**config.mk**
```make
export PLATFORM = sky130hd
export DESIGN_NAME = toy_bus_ack_rr_arb_node
export DESIGN_NICKNAME = d
export VERILOG_FILES = /design/src/rtl/toy_bus_ack_rr_arb_node.sv
export SDC_FILE = /design/constraint.sdc
export NUM_CORES = 1
export LEC_CHECK = 0
export ABC_CLOCK_PERIOD_IN_PS = 1900
export BUFFER_PORTS_ARGS = -buffer_cell sky130_fd_sc_hd__buf_2
export CELL_PAD_IN_SITES_DETAIL_PLACEMENT = 0
export CELL_PAD_IN_SITES_GLOBAL_PLACEMENT = 1
export CORE_AREA = 2 2 320 322
export CTS_CLUSTER_SIZE = 14
export DETAILED_ROUTE_END_ITERATION = 16
export DIE_AREA = 0 0 322 324
export PLACE_DENSITY = 0.46
export SYNTH_ARGS = -nofsm -noshare
export SYNTH_HDL_FRONTEND = slang
export SYNTH_SLANG_ARGS = --single-unit
```
**constraint.sdc**
```tcl
create_clock -name clk -period 1.9 [get_ports clk]
set_clock_uncertainty 0.05 [all_clocks]
set_input_delay 0 -clock clk [delete_from_list [all_inputs] [get_ports clk]]
set_output_delay 0 -clock clk [all_outputs]
set_load 0.03 [all_outputs]
```
**src/rtl/toy_bus_ack_rr_arb_node.sv**
```systemverilog
// toy_bus_ack_rr_arb_node: 2-to-1 round-robin merge node for the ToyBusAck channel, registered output.
// Define TOY_BUS_ACK_ARB_STAT_EN to add grant and stall statistics counters.
module toy_bus_ack_rr_arb_node #(
    parameter int DATA_W = 256,
    parameter int SB_W   = 10,
    parameter int ID_W   = 4
) (
    input  logic              clk,
    input  logic              rst,

    input  logic              in0_vld,
    output logic              in0_rdy,
    input  logic              in0_opcode,
    input  logic [DATA_W-1:0] in0_data,
    input  logic [SB_W-1:0]   in0_sideband,
    input  logic [ID_W-1:0]   in0_src_id,
    input  logic [ID_W-1:0]   in0_tgt_id,

    input  logic              in1_vld,
    output logic              in1_rdy,
    input  logic              in1_opcode,
    input  logic [DATA_W-1:0] in1_data,
    input  logic [SB_W-1:0]   in1_sideband,
    input  logic [ID_W-1:0]   in1_src_id,
    input  logic [ID_W-1:0]   in1_tgt_id,

    output logic              out0_vld,
    input  logic              out0_rdy,
    output logic              out0_opcode,
    output logic [DATA_W-1:0] out0_data,
    output logic [SB_W-1:0]   out0_sideband,
    output logic [ID_W-1:0]   out0_src_id,
    output logic [ID_W-1:0]   out0_tgt_id
`ifdef TOY_BUS_ACK_ARB_STAT_EN
    ,
    output logic [15:0]       stat_grant0_cnt,
    output logic [15:0]       stat_grant1_cnt,
    output logic [15:0]       stat_stall_cnt
`endif
);

    typedef struct packed {
        logic              opcode;
        logic [DATA_W-1:0] data;
        logic [SB_W-1:0]   sideband;
        logic [ID_W-1:0]   src_id;
        logic [ID_W-1:0]   tgt_id;
    } beat_t;

    beat_t in0_beat;
    beat_t in1_beat;
    beat_t win_beat;
    beat_t out_q;

    logic rr_ptr;
    logic load_en;
    logic grant0;
    logic grant1;
    logic accept;

    assign in0_beat = '{in0_opcode, in0_data, in0_sideband, in0_src_id, in0_tgt_id};
    assign in1_beat = '{in1_opcode, in1_data, in1_sideband, in1_src_id, in1_tgt_id};

    // The output slot can take a new beat when empty or when it drains this cycle.
    assign load_en = !out0_vld || out0_rdy;

    // A lone valid port always wins; on contention rr_ptr picks the port.
    assign grant0 = in0_vld && (!in1_vld || !rr_ptr);
    assign grant1 = in1_vld && (!in0_vld ||  rr_ptr);

    assign in0_rdy  = !rst && load_en && grant0;
    assign in1_rdy  = !rst && load_en && grant1;
    assign accept   = in0_rdy || in1_rdy;
    assign win_beat = grant1 ? in1_beat : in0_beat;

    always_ff @(posedge clk) begin
        // NOTE: state registers use non-blocking assignments so every flop samples pre-edge values.
        if (rst) begin
            out0_vld <= 1'b0;
            // NOTE: the payload register is reset because the consumer may observe it after reset.
            out_q    <= '0;
            rr_ptr   <= 1'b0;
        end else if (load_en) begin
            out0_vld <= accept;
            if (accept) begin
                out_q  <= win_beat;
                // The winner drops to lowest priority: port 0 winning points at port 1.
                rr_ptr <= grant0;
            end
        end
    end

    assign out0_opcode   = out_q.opcode;
    assign out0_data     = out_q.data;
    assign out0_sideband = out_q.sideband;
    assign out0_src_id   = out_q.src_id;
    assign out0_tgt_id   = out_q.tgt_id;

`ifdef TOY_BUS_ACK_ARB_STAT_EN
    always_ff @(posedge clk) begin
        if (rst) begin
            stat_grant0_cnt <= 16'h0000;
            stat_grant1_cnt <= 16'h0000;
            stat_stall_cnt  <= 16'h0000;
        end else begin
            if (in0_rdy) stat_grant0_cnt <= stat_grant0_cnt + 16'h0001;
            if (in1_rdy) stat_grant1_cnt <= stat_grant1_cnt + 16'h0001;
            // Stall counter saturates; grant counters wrap.
            if (out0_vld && !out0_rdy && stat_stall_cnt != 16'hFFFF)
                stat_stall_cnt <= stat_stall_cnt + 16'h0001;
        end
    end
`endif

    // Upstream must hold its payload while a beat waits to be accepted.
    a_in0_hold: assert property (@(posedge clk) disable iff (rst)
        in0_vld && !in0_rdy |=> !in0_vld || $stable(in0_beat));
    a_in1_hold: assert property (@(posedge clk) disable iff (rst)
        in1_vld && !in1_rdy |=> !in1_vld || $stable(in1_beat));
    a_one_rdy: assert property (@(posedge clk) !(in0_rdy && in1_rdy));

endmodule

```
[Word level (Yosys, flattened, before mapping)]
Cells that the tools add are included.
Word-level totals
  flip-flop bits (word level): 277
  input port bits: 555
  output and inout bits: 278
  word-level logic and storage cells: 23
Operators by class
  mux-type cells: 1
  reduce and logical (&&, ||, !) cells: 15
Operators with widths (number)
  $mux W275: 1
  $logic_and A1 B1 Y1: 5
  $logic_not A1 Y1: 5
  $logic_or A1 B1 Y1: 4
  $reduce_and A2 Y1: 1

[Longest topological paths before layout]
Gate-level depths: netlist of run 1.
  depth after elaboration: 6
  mapped depth: 6

[Worst setup path before layout of run 1]
Ideal clock, no wire load.
  kind: register -> output
  from: reg out0_vld
  to: out in0_rdy
  data arrival time: 2019 ps
  buffers on the path: 3
  cell stages (with the launch flop): 6
  slack: -169 ps
  cells stage by stage: dfxtp_1 > nor2b_2 > buf_4 > buf_4 > buf_2 > nor4_1
On the way
  longest elaborated chain between the ends: 4
RTL lines
  from (decl): line 27  | output logic out0_vld,
  from (signal assigned): line 84  | out0_vld <= accept;
  $logic_not A1 Y1: line 65  | assign load_en = !out0_vld || out0_rdy;
  $logic_or A1 B1 Y1: line 65
  $logic_and A1 B1 Y1 (2 in a row): line 71  | assign in0_rdy = !rst && load_en && grant0;
  to (decl): line 12  | output logic in0_rdy,
No other way between the ends.

[Final worst setup path of run 1]
  from: reg out0_vld
  to: reg out_q, in the netlist out0_data[61]
On the way
  longest elaborated chain between the ends: 6
  elaborated cells on any way between the ends: 7
RTL lines
  $logic_not A1 Y1 *: line 65
  $logic_or A1 B1 Y1 *: line 65
  $logic_and A1 B1 Y1: line 71, 72
  $logic_and A1 B1 Y1 (on tied branches): line 71, 72
  $logic_or A1 B1 Y1: line 73  | assign accept = in0_rdy || in1_rdy;
  $reduce_and A2 Y1 (no source line) *
  to (signal assigned): line 86  | out_q <= win_beat;
  to (decl): line 53  | beat_t out_q;
Mark *: on every way between the ends. The rest lies on a longest branch, timed or not.
A chain may end at the register's enable or synchronous reset.

==> impl_metrics.xml, run 1 <==
<?xml version="1.0" encoding="UTF-8"?>
<metrics>
  <group name="routing">
    <metric name="antenna_left" unit="">0</metric>
    <metric name="detail_route.drc_violations" unit="">0</metric>
    <metric name="routed_wirelength" unit="mm">89.00</metric>
    <metric name="first_iter_violations" unit="">1236</metric>
    <metric name="via_per_inst" unit="">4.682</metric>
    <metric name="total_via_count_in_the_routed_design" unit="">20325</metric>
    <metric name="post_drt_wl_per_cell" unit="um">20.50</metric>
    <metric name="drt_pre_antenna_iters" unit="">8</metric>
  </group>
  <group name="die">
    <metric name="fp.coreArea" unit="um^2">101000</metric>
    <metric name="number_of_top_level_design_ports" unit="">833</metric>
    <metric name="height_of_the_chip" unit="um">324</metric>
    <metric name="floorplan.initialDensity" unit="%">13.79</metric>
    <metric name="core.rowCount" unit="">117</metric>
    <metric name="die-width" unit="um">322</metric>
    <metric name="design.die.area" unit="um^2">104300</metric>
  </group>
  <group name="global_routing">
    <metric name="globalRouteTotalUtil" unit="%">15.76</metric>
    <metric name="grt_first_pass_wirelength" unit="mm">127.8</metric>
    <metric name="grt_pass1_vias" unit="">20894</metric>
    <metric name="grt_remaining_overflow" unit="">0</metric>
    <metric name="grt_max_degree" unit="">67</metric>
    <metric name="antenna_found_initial" unit="">5</metric>
  </group>
  <group name="sta">
    <metric name="max_freq" unit="GHz">0.5284</metric>
    <metric name="layout_worst_path_cycle_share" unit="%">99.61</metric>
    <metric name="slew-limit-headroom" unit="%">55.61</metric>
    <metric name="slew_viol_final" unit="">0</metric>
    <metric name="final_critical_path_setup_slack" unit="ns">0.007416</metric>
    <metric name="final.min_clock_period" unit="ns">1.893</metric>
    <metric name="worst-slew-pin-transition" unit="ns">0.6598</metric>
    <metric name="grt_setup_unrepaired" unit="">yes</metric>
    <metric name="number_of_endpoints_with_negative_hold_slack_in_the_final_report" unit="">0</metric>
    <metric name="setup_viol" unit="">0</metric>
  </group>
  <group name="clock_network">
    <metric name="cts-buffers-inserted" unit="">39</metric>
    <metric name="cts_tree" unit="">built</metric>
    <metric name="maximum_level_of_the_cts_h_tree" unit="">2</metric>
    <metric name="clock_transition_at_path_regs" unit="ns">0.06</metric>
    <metric name="worstSkewPairLatency" unit="ns">0.59</metric>
    <metric name="cts_root_buf" unit="">sky130_fd_sc_hd__clkbuf_16</metric>
    <metric name="max-clock-path-buffers" unit="">3</metric>
    <metric name="total_clock_sinks" unit="">277</metric>
  </group>
  <group name="synthesis">
    <metric name="synth.yosys.seq_area_share" unit="%">39.81</metric>
    <metric name="yosysWarningCount" unit="">0</metric>
    <metric name="ys_seq_elements" unit="">277</metric>
    <metric name="net_count_synth" unit="">2220</metric>
    <metric name="syn-instance-count" unit="">1665</metric>
    <metric name="synth.avg_cell_area" unit="um^2">8.366</metric>
    <metric name="post_synth_instance_area" unit="um^2">13930</metric>
    <metric name="yosysUniqueCellTypes" unit="">17</metric>
  </group>
  <group name="critical_path">
    <metric name="data_required_time_at_the_worst_endpoint" unit="ns">2.29</metric>
    <metric name="setup.worst_path.start_class" unit="">flop</metric>
    <metric name="worstPathMaxFanout" unit="">26</metric>
    <metric name="critPathKind" unit="">reg2reg</metric>
    <metric name="worst-endpoint-arrival" unit="ns">2.29</metric>
    <metric name="cp-end-kind" unit="">flop</metric>
  </group>
  <group name="worst_hold_path">
    <metric name="hold_class" unit="">in2reg</metric>
  </group>
  <group name="place">
    <metric name="dp.final_hpwl" unit="mm">61.77</metric>
    <metric name="finalWeightedCongestion" unit="">0.8755</metric>
    <metric name="placedCellCount" unit="">3704</metric>
    <metric name="dpl_worst_slack" unit="ns">0.01261</metric>
    <metric name="port_buffers" unit="">832</metric>
  </group>
  <group name="pwr">
    <metric name="vdd_drop_max" unit="mV">0.5171</metric>
    <metric name="totalPowerFinal" unit="mW">20.46</metric>
    <metric name="power.density" unit="nW/um^2">753.6</metric>
    <metric name="leakage" unit="nW">11.19</metric>
  </group>
  <group name="finish">
    <metric name="layout-area-overhead-vs-synth" unit="%">94.91</metric>
    <metric name="finalNonFillerCells" unit="">4341</metric>
    <metric name="most-common-layout-cells" unit="">829 x sky130_fd_sc_hd__buf_2, 793 x sky130_fd_sc_hd__nor4_1, 555 x sky130_fd_sc_hd__dlygate4sd3_1</metric>
    <metric name="post_layout_nets" unit="">3557</metric>
    <metric name="mostFrequentLayoutCell" unit="">sky130_fd_sc_hd__buf_2</metric>
    <metric name="ratio_of_cells_with_drive_above_1_in_the_final_layout" unit="%">36.79</metric>
  </group>
  <group name="job">
    <metric name="cap_viol_max_count" unit="">0</metric>
  </group>
  <group name="run_status">
    <metric name="result_of_the_run" unit="">finished clean</metric>
  </group>
</metrics>
==> stage by stage <==
stage / cell area (um^2) / utilization (%) / setup TNS, ns / hold slack [ns]
after floorplan: 13930 / - / -0.3377 / 0.06613
final: 27150 / 26.88 / 0 / 0.07219
after detailed placement: 20050 / 19.85 / 0 / 0.2430
after global routing: 27150 / 26.88 / -0.02159 / 0.08081
after CTS: 26940 / 26.67 / -0.05293 / 0.005287
after global placement: 20050 / 19.85 / 0 / 0.2389
==> critical path, stage by stage (launching register included) <==
cell and delay [ns]:
sky130_fd_sc_hd__dfxtp_2 0.34, sky130_fd_sc_hd__nor2b_4 0.14, sky130_fd_sc_hd__buf_4 0.18, sky130_fd_sc_hd__buf_16 0.19, sky130_fd_sc_hd__clkbuf_16 0.24, sky130_fd_sc_hd__nor4_1 0.48, sky130_fd_sc_hd__nor4_1 0.08
==> final cells by class <==
cell class / count / area, um^2
Tap cell: 1309 / 1638
Inverter: 2 / 22.52
Fill cell: 11019 / 73860
Antenna cell: 4 / 10.01
Timing Repair Buffer: 1572 / 11850
Sequential cell: 277 / 5548
Clock inverter: 6 / 55.05
Clock buffer: 61 / 1171
Multi-Input combinational cell: 1110 / 6859
==> state kept, by name, indices dropped and copies added, names as in the netlist <==
name           flops
out0_data        256
out0_sideband     10
out0_src_id        4
out0_tgt_id        4
out0_opcode        1
out0_vld           1
rr_ptr             1
==> synth_stat cells, drive strengths merged <==
library cell / instances / area, um^2
a21oi: 276 / 1381
a311oi: 1 / 8.760
a31oi: 1 / 6.260
and2: 1 / 6.260
buf: 185 / 1262
clkbuf: 91 / 341.6
dfxtp: 277 / 5545
inv: 2 / 7.510
nand2b: 1 / 6.260
nor2b: 2 / 15.02
nor4: 827 / 5343
or2: 1 / 6.260
==> report_power, final <==
group          leakage [nW]  internal, mW  switching, mW  total [mW]
Combinational          8.27          2.69           3.67        6.35
Sequential             2.31          6.40          0.345        6.74
Clock                 0.605          4.34           3.03        7.36
==> cell families (layout without fill, tap and decap cells) <==
family                 count (synthesis)  count (layout)  share of synthesized area, %
AND/OR/NAND/NOR                      832             832                         38.60
AO/OA/AOI/OAI                        278             278                         10.02
buffers and inverters                278            1641                         11.57
flip-flops                           277             277                         39.81
other                                  0               4                             0
==> path summary, 6_finish.rpt <==
path | startpoint | slack [ns] | depth (start not counted) | endpoint
worst max register to register | out0_vld | 0.007 | 6 | out0_data[61]
worst min register to register | out0_data[199] | 0.46 | 2 | out0_data[199]
worst max-delay path | out0_vld | 0.007 | 6 | out0_data[61]
worst min-delay path | out0_rdy | 0.07 | 5 | out0_data[121]
==> layer usage <==
metal  vias up  global-route usage (%)  routed length (um)
met5         -                       0                  14
met4         2                   6.438                3387
met3       186                   3.353                5828
met2       904                   26.93               43610
met1      9767                   19.16               36170
li1       9466                       -                   -
==> what timing repair did <==
action,4_1_cts,5_1_grt
endpoints found under the hold margin,277,0
setup endpoints to repair,3,23
setup buffers,3,4
cloned,2,3
pin swaps,1,0
hold buffers,555,0
gates resized for setup,9,13
(Power assumes the default switching activity.)
==> inputs of run 2 (changes only) <==
--- a/config.mk
+++ b/config.mk
@@ -9,10 +9,11 @@
 export BUFFER_PORTS_ARGS = -buffer_cell sky130_fd_sc_hd__buf_2
 export CELL_PAD_IN_SITES_DETAIL_PLACEMENT = 0
 export CELL_PAD_IN_SITES_GLOBAL_PLACEMENT = 1
-export CORE_AREA = 2 2 320 322
+export CORE_AREA = 4 4 322 324
+export CTS_BUF_LIST = sky130_fd_sc_hd__clkbuf_16
 export CTS_CLUSTER_SIZE = 14
 export DETAILED_ROUTE_END_ITERATION = 16
-export DIE_AREA = 0 0 322 324
+export DIE_AREA = 0 0 326 328
 export PLACE_DENSITY = 0.46
 export SYNTH_ARGS = -nofsm -noshare
 export SYNTH_HDL_FRONTEND = slang
==> impl_metrics.xml, run 2 (synthesis gave the netlist of run 1 again) <==
<?xml version="1.0" encoding="UTF-8"?>
<metrics>
  <group name="routing">
    <metric name="antenna_left" unit="">0</metric>
    <metric name="routed_wirelength" unit="mm">90.18</metric>
    <metric name="detail_route.drc_violations" unit="">0</metric>
    <metric name="post_drt_wl_per_cell" unit="um">20.48</metric>
    <metric name="total_via_count_in_the_routed_design" unit="">20336</metric>
    <metric name="drt_pre_antenna_iters" unit="">5</metric>
    <metric name="via_per_inst" unit="">4.618</metric>
    <metric name="first_iter_violations" unit="">1116</metric>
  </group>
  <group name="sta">
    <metric name="max_freq" unit="GHz">0.5324</metric>
    <metric name="grt_setup_unrepaired" unit="">yes</metric>
    <metric name="layout_worst_path_cycle_share" unit="%">98.86</metric>
    <metric name="final.min_clock_period" unit="ns">1.878</metric>
    <metric name="worst-slew-pin-transition" unit="ns">0.7231</metric>
    <metric name="slew_viol_final" unit="">0</metric>
    <metric name="holdWs" unit="ns">0.06030</metric>
    <metric name="setup_viol" unit="">0</metric>
    <metric name="timing.setup.tns" unit="ns">0</metric>
    <metric name="number_of_endpoints_with_negative_hold_slack_in_the_final_report" unit="">0</metric>
    <metric name="slew-limit-headroom" unit="%">51.80</metric>
  </group>
  <group name="critical_path">
    <metric name="crit_chain" unit="">nor2b_4 -&gt; buf_12 -&gt; buf_6 -&gt; buf_4 -&gt; nor4_1 -&gt; nor4_1</metric>
    <metric name="cp-end-kind" unit="">flop</metric>
    <metric name="worstPathMaxFanout" unit="">15</metric>
    <metric name="critPathKind" unit="">reg2reg</metric>
    <metric name="critPathMaxStageDelay" unit="ns">0.54</metric>
    <metric name="slowest_stage" unit="">sky130_fd_sc_hd__nor4_1</metric>
    <metric name="cp.buffers_inverters" unit="">3</metric>
    <metric name="data_required_time_at_the_worst_endpoint" unit="ns">2.29</metric>
    <metric name="setup.worst_path.start_class" unit="">flop</metric>
    <metric name="worstRegToRegCells" unit="">6</metric>
    <metric name="worst-endpoint-arrival" unit="ns">2.27</metric>
    <metric name="path_common_cell" unit="">sky130_fd_sc_hd__nor4_1</metric>
    <metric name="worst-path-stages" unit="">6</metric>
    <metric name="path_delay_family" unit="">simple AND/OR/NAND/NOR gates</metric>
  </group>
  <group name="place">
    <metric name="port_buffers" unit="">832</metric>
    <metric name="finalWeightedCongestion" unit="">0.8738</metric>
    <metric name="detailed_place.area" unit="um^2">20080</metric>
    <metric name="dp.final_hpwl" unit="mm">65.07</metric>
  </group>
  <group name="finish">
    <metric name="final-seq-area" unit="um^2">5548</metric>
    <metric name="cell_area_after_layout" unit="um^2">27080</metric>
    <metric name="fill_cells" unit="">10938</metric>
    <metric name="layout-area-overhead-vs-synth" unit="%">94.41</metric>
    <metric name="largest_register_ffs" unit="">256</metric>
    <metric name="post_layout_nets" unit="">3555</metric>
    <metric name="multi_input_comb_area" unit="um^2">6810</metric>
    <metric name="mostFrequentLayoutCell" unit="">sky130_fd_sc_hd__buf_2</metric>
    <metric name="ratio_of_cells_with_drive_above_1_in_the_final_layout" unit="%">36.54</metric>
    <metric name="most-common-layout-cells" unit="">829 x sky130_fd_sc_hd__buf_2, 798 x sky130_fd_sc_hd__nor4_1, 553 x sky130_fd_sc_hd__dlygate4sd3_1</metric>
  </group>
  <group name="pwr">
    <metric name="p_switching" unit="mW">7.120</metric>
    <metric name="vdd_drop_max" unit="mV">0.5378</metric>
    <metric name="leakage" unit="nW">11.19</metric>
    <metric name="power.density" unit="nW/um^2">756.3</metric>
    <metric name="internal-power" unit="mW">13.36</metric>
    <metric name="clockPowerShare" unit="%">36.2</metric>
    <metric name="totalPowerFinal" unit="mW">20.48</metric>
    <metric name="comb_power_share" unit="%">30.8</metric>
    <metric name="net_switching_fraction_of_the_power" unit="%">34.76</metric>
    <metric name="sequentialPowerShare" unit="%">33.0</metric>
  </group>
  <group name="global_routing">
    <metric name="globalRouteTotalUtil" unit="%">15.86</metric>
    <metric name="grt_remaining_overflow" unit="">0</metric>
    <metric name="antenna_found_initial" unit="">7</metric>
    <metric name="grt_max_degree" unit="">72</metric>
    <metric name="grt_first_pass_wirelength" unit="mm">133.6</metric>
    <metric name="grt_pass1_vias" unit="">21237</metric>
  </group>
  <group name="clock_network">
    <metric name="cts-buffers-inserted" unit="">40</metric>
    <metric name="cts_root_buf" unit="">sky130_fd_sc_hd__clkbuf_16</metric>
    <metric name="cts_tree" unit="">built</metric>
    <metric name="maximum_level_of_the_cts_h_tree" unit="">2</metric>
    <metric name="worstSkewPairLatency" unit="ns">0.58</metric>
    <metric name="total_clock_sinks" unit="">277</metric>
    <metric name="clock_transition_at_path_regs" unit="ns">0.06</metric>
    <metric name="max-clock-path-buffers" unit="">3</metric>
  </group>
  <group name="die">
    <metric name="height_of_the_chip" unit="um">328</metric>
    <metric name="number_of_top_level_design_ports" unit="">833</metric>
    <metric name="fp.coreArea" unit="um^2">101200</metric>
    <metric name="core.rowCount" unit="">117</metric>
    <metric name="design.die.area" unit="um^2">106900</metric>
    <metric name="die-width" unit="um">326</metric>
    <metric name="floorplan.initialDensity" unit="%">13.77</metric>
  </group>
  <group name="run_status">
    <metric name="result_of_the_run" unit="">finished clean</metric>
  </group>
  <group name="worst_hold_path">
    <metric name="hold_class" unit="">in2reg</metric>
    <metric name="hold_depth" unit="">5</metric>
  </group>
  <group name="job">
    <metric name="cap_viol_max_count" unit="">0</metric>
  </group>
</metrics>
==> run 2: changes by cell type in the layout (fill, tap and decap cells not counted), sizes merged <==
cell	delta
clkinv	+13
bufinv	+2
bufbuf	-1
clkinvlp	+1
inv	+11
dlymetal6s4s	+1
dlygate4sd3	-2
clkbuf	-21
==> run 2: worst reg2reg max path, cell delays in order, from the launching register on <==
cell                      delay [ns]
sky130_fd_sc_hd__dfxtp_2        0.34
sky130_fd_sc_hd__nor2b_4        0.15
sky130_fd_sc_hd__buf_12         0.16
sky130_fd_sc_hd__buf_6          0.17
sky130_fd_sc_hd__buf_4          0.20
sky130_fd_sc_hd__nor4_1         0.55
sky130_fd_sc_hd__nor4_1         0.12
==> run 2: final cells by class <==
type,count,area share [%]
antenna,4,0.03696
clock buffer,41,3.789
clock inverter,33,0.8501
inverter,2,0.08316
multi-input combinational,1110,25.15
sequential,277,20.49
tap,1368,6.320
timing repair buffer,1569,43.29
==> run 2: final timing paths <==
path,endpoint,slack [ns],from
worst max register to register,out0_data[206],0.02,out0_vld
worst min register to register,out0_data[22],0.46,out0_data[22]
worst max-delay path,out0_data[206],0.02,out0_vld
worst min-delay path,out0_data[228],0.06,out0_rdy
==> run 2: timing repair <==
action	CTS	global route
buffers inserted	1	9
gates cloned	1	2
hold endpoints to repair	276	1
hold buffers	553	1
pin swaps	0	1
endpoints found under the setup margin	2	49
gates resized for setup	4	4
==> run 2: per-layer routing <==
layer / part of all wire (%) / track usage, % / up-vias
met5: 0.010 / 0 / -
met4: 4.2 / 6.695 / 2
met3: 5.6 / 3.144 / 212
met1: 41 / 19.18 / 9839
li1: - / - / 9463
met2: 49 / 27.39 / 820
==> run 2: metrics by stage <==
step	utilization [%]	worst slack [ns]	instances
finish	26.77	0.02158	4404
global route	26.77	-0.008406	4404
CTS	26.60	0.002017	4389
detailed placement	19.85	0.07768	3762
global placement	19.85	0.08711	3762
floorplan	-	-0.1689	1665
==> run 2: power by group through the flow <==
stage / logic (mW) / registers, mW / clock network (mW)
final: 6.31 / 6.75 / 7.42
after global routing: 6.73 / 6.80 / 7.89
after CTS: 6.28 / 6.74 / 7.69
after detailed placement: 5.29 / 6.86 / 0
after global placement: 5.29 / 6.86 / 0
after floorplan: 1.96 / 7.93 / 0
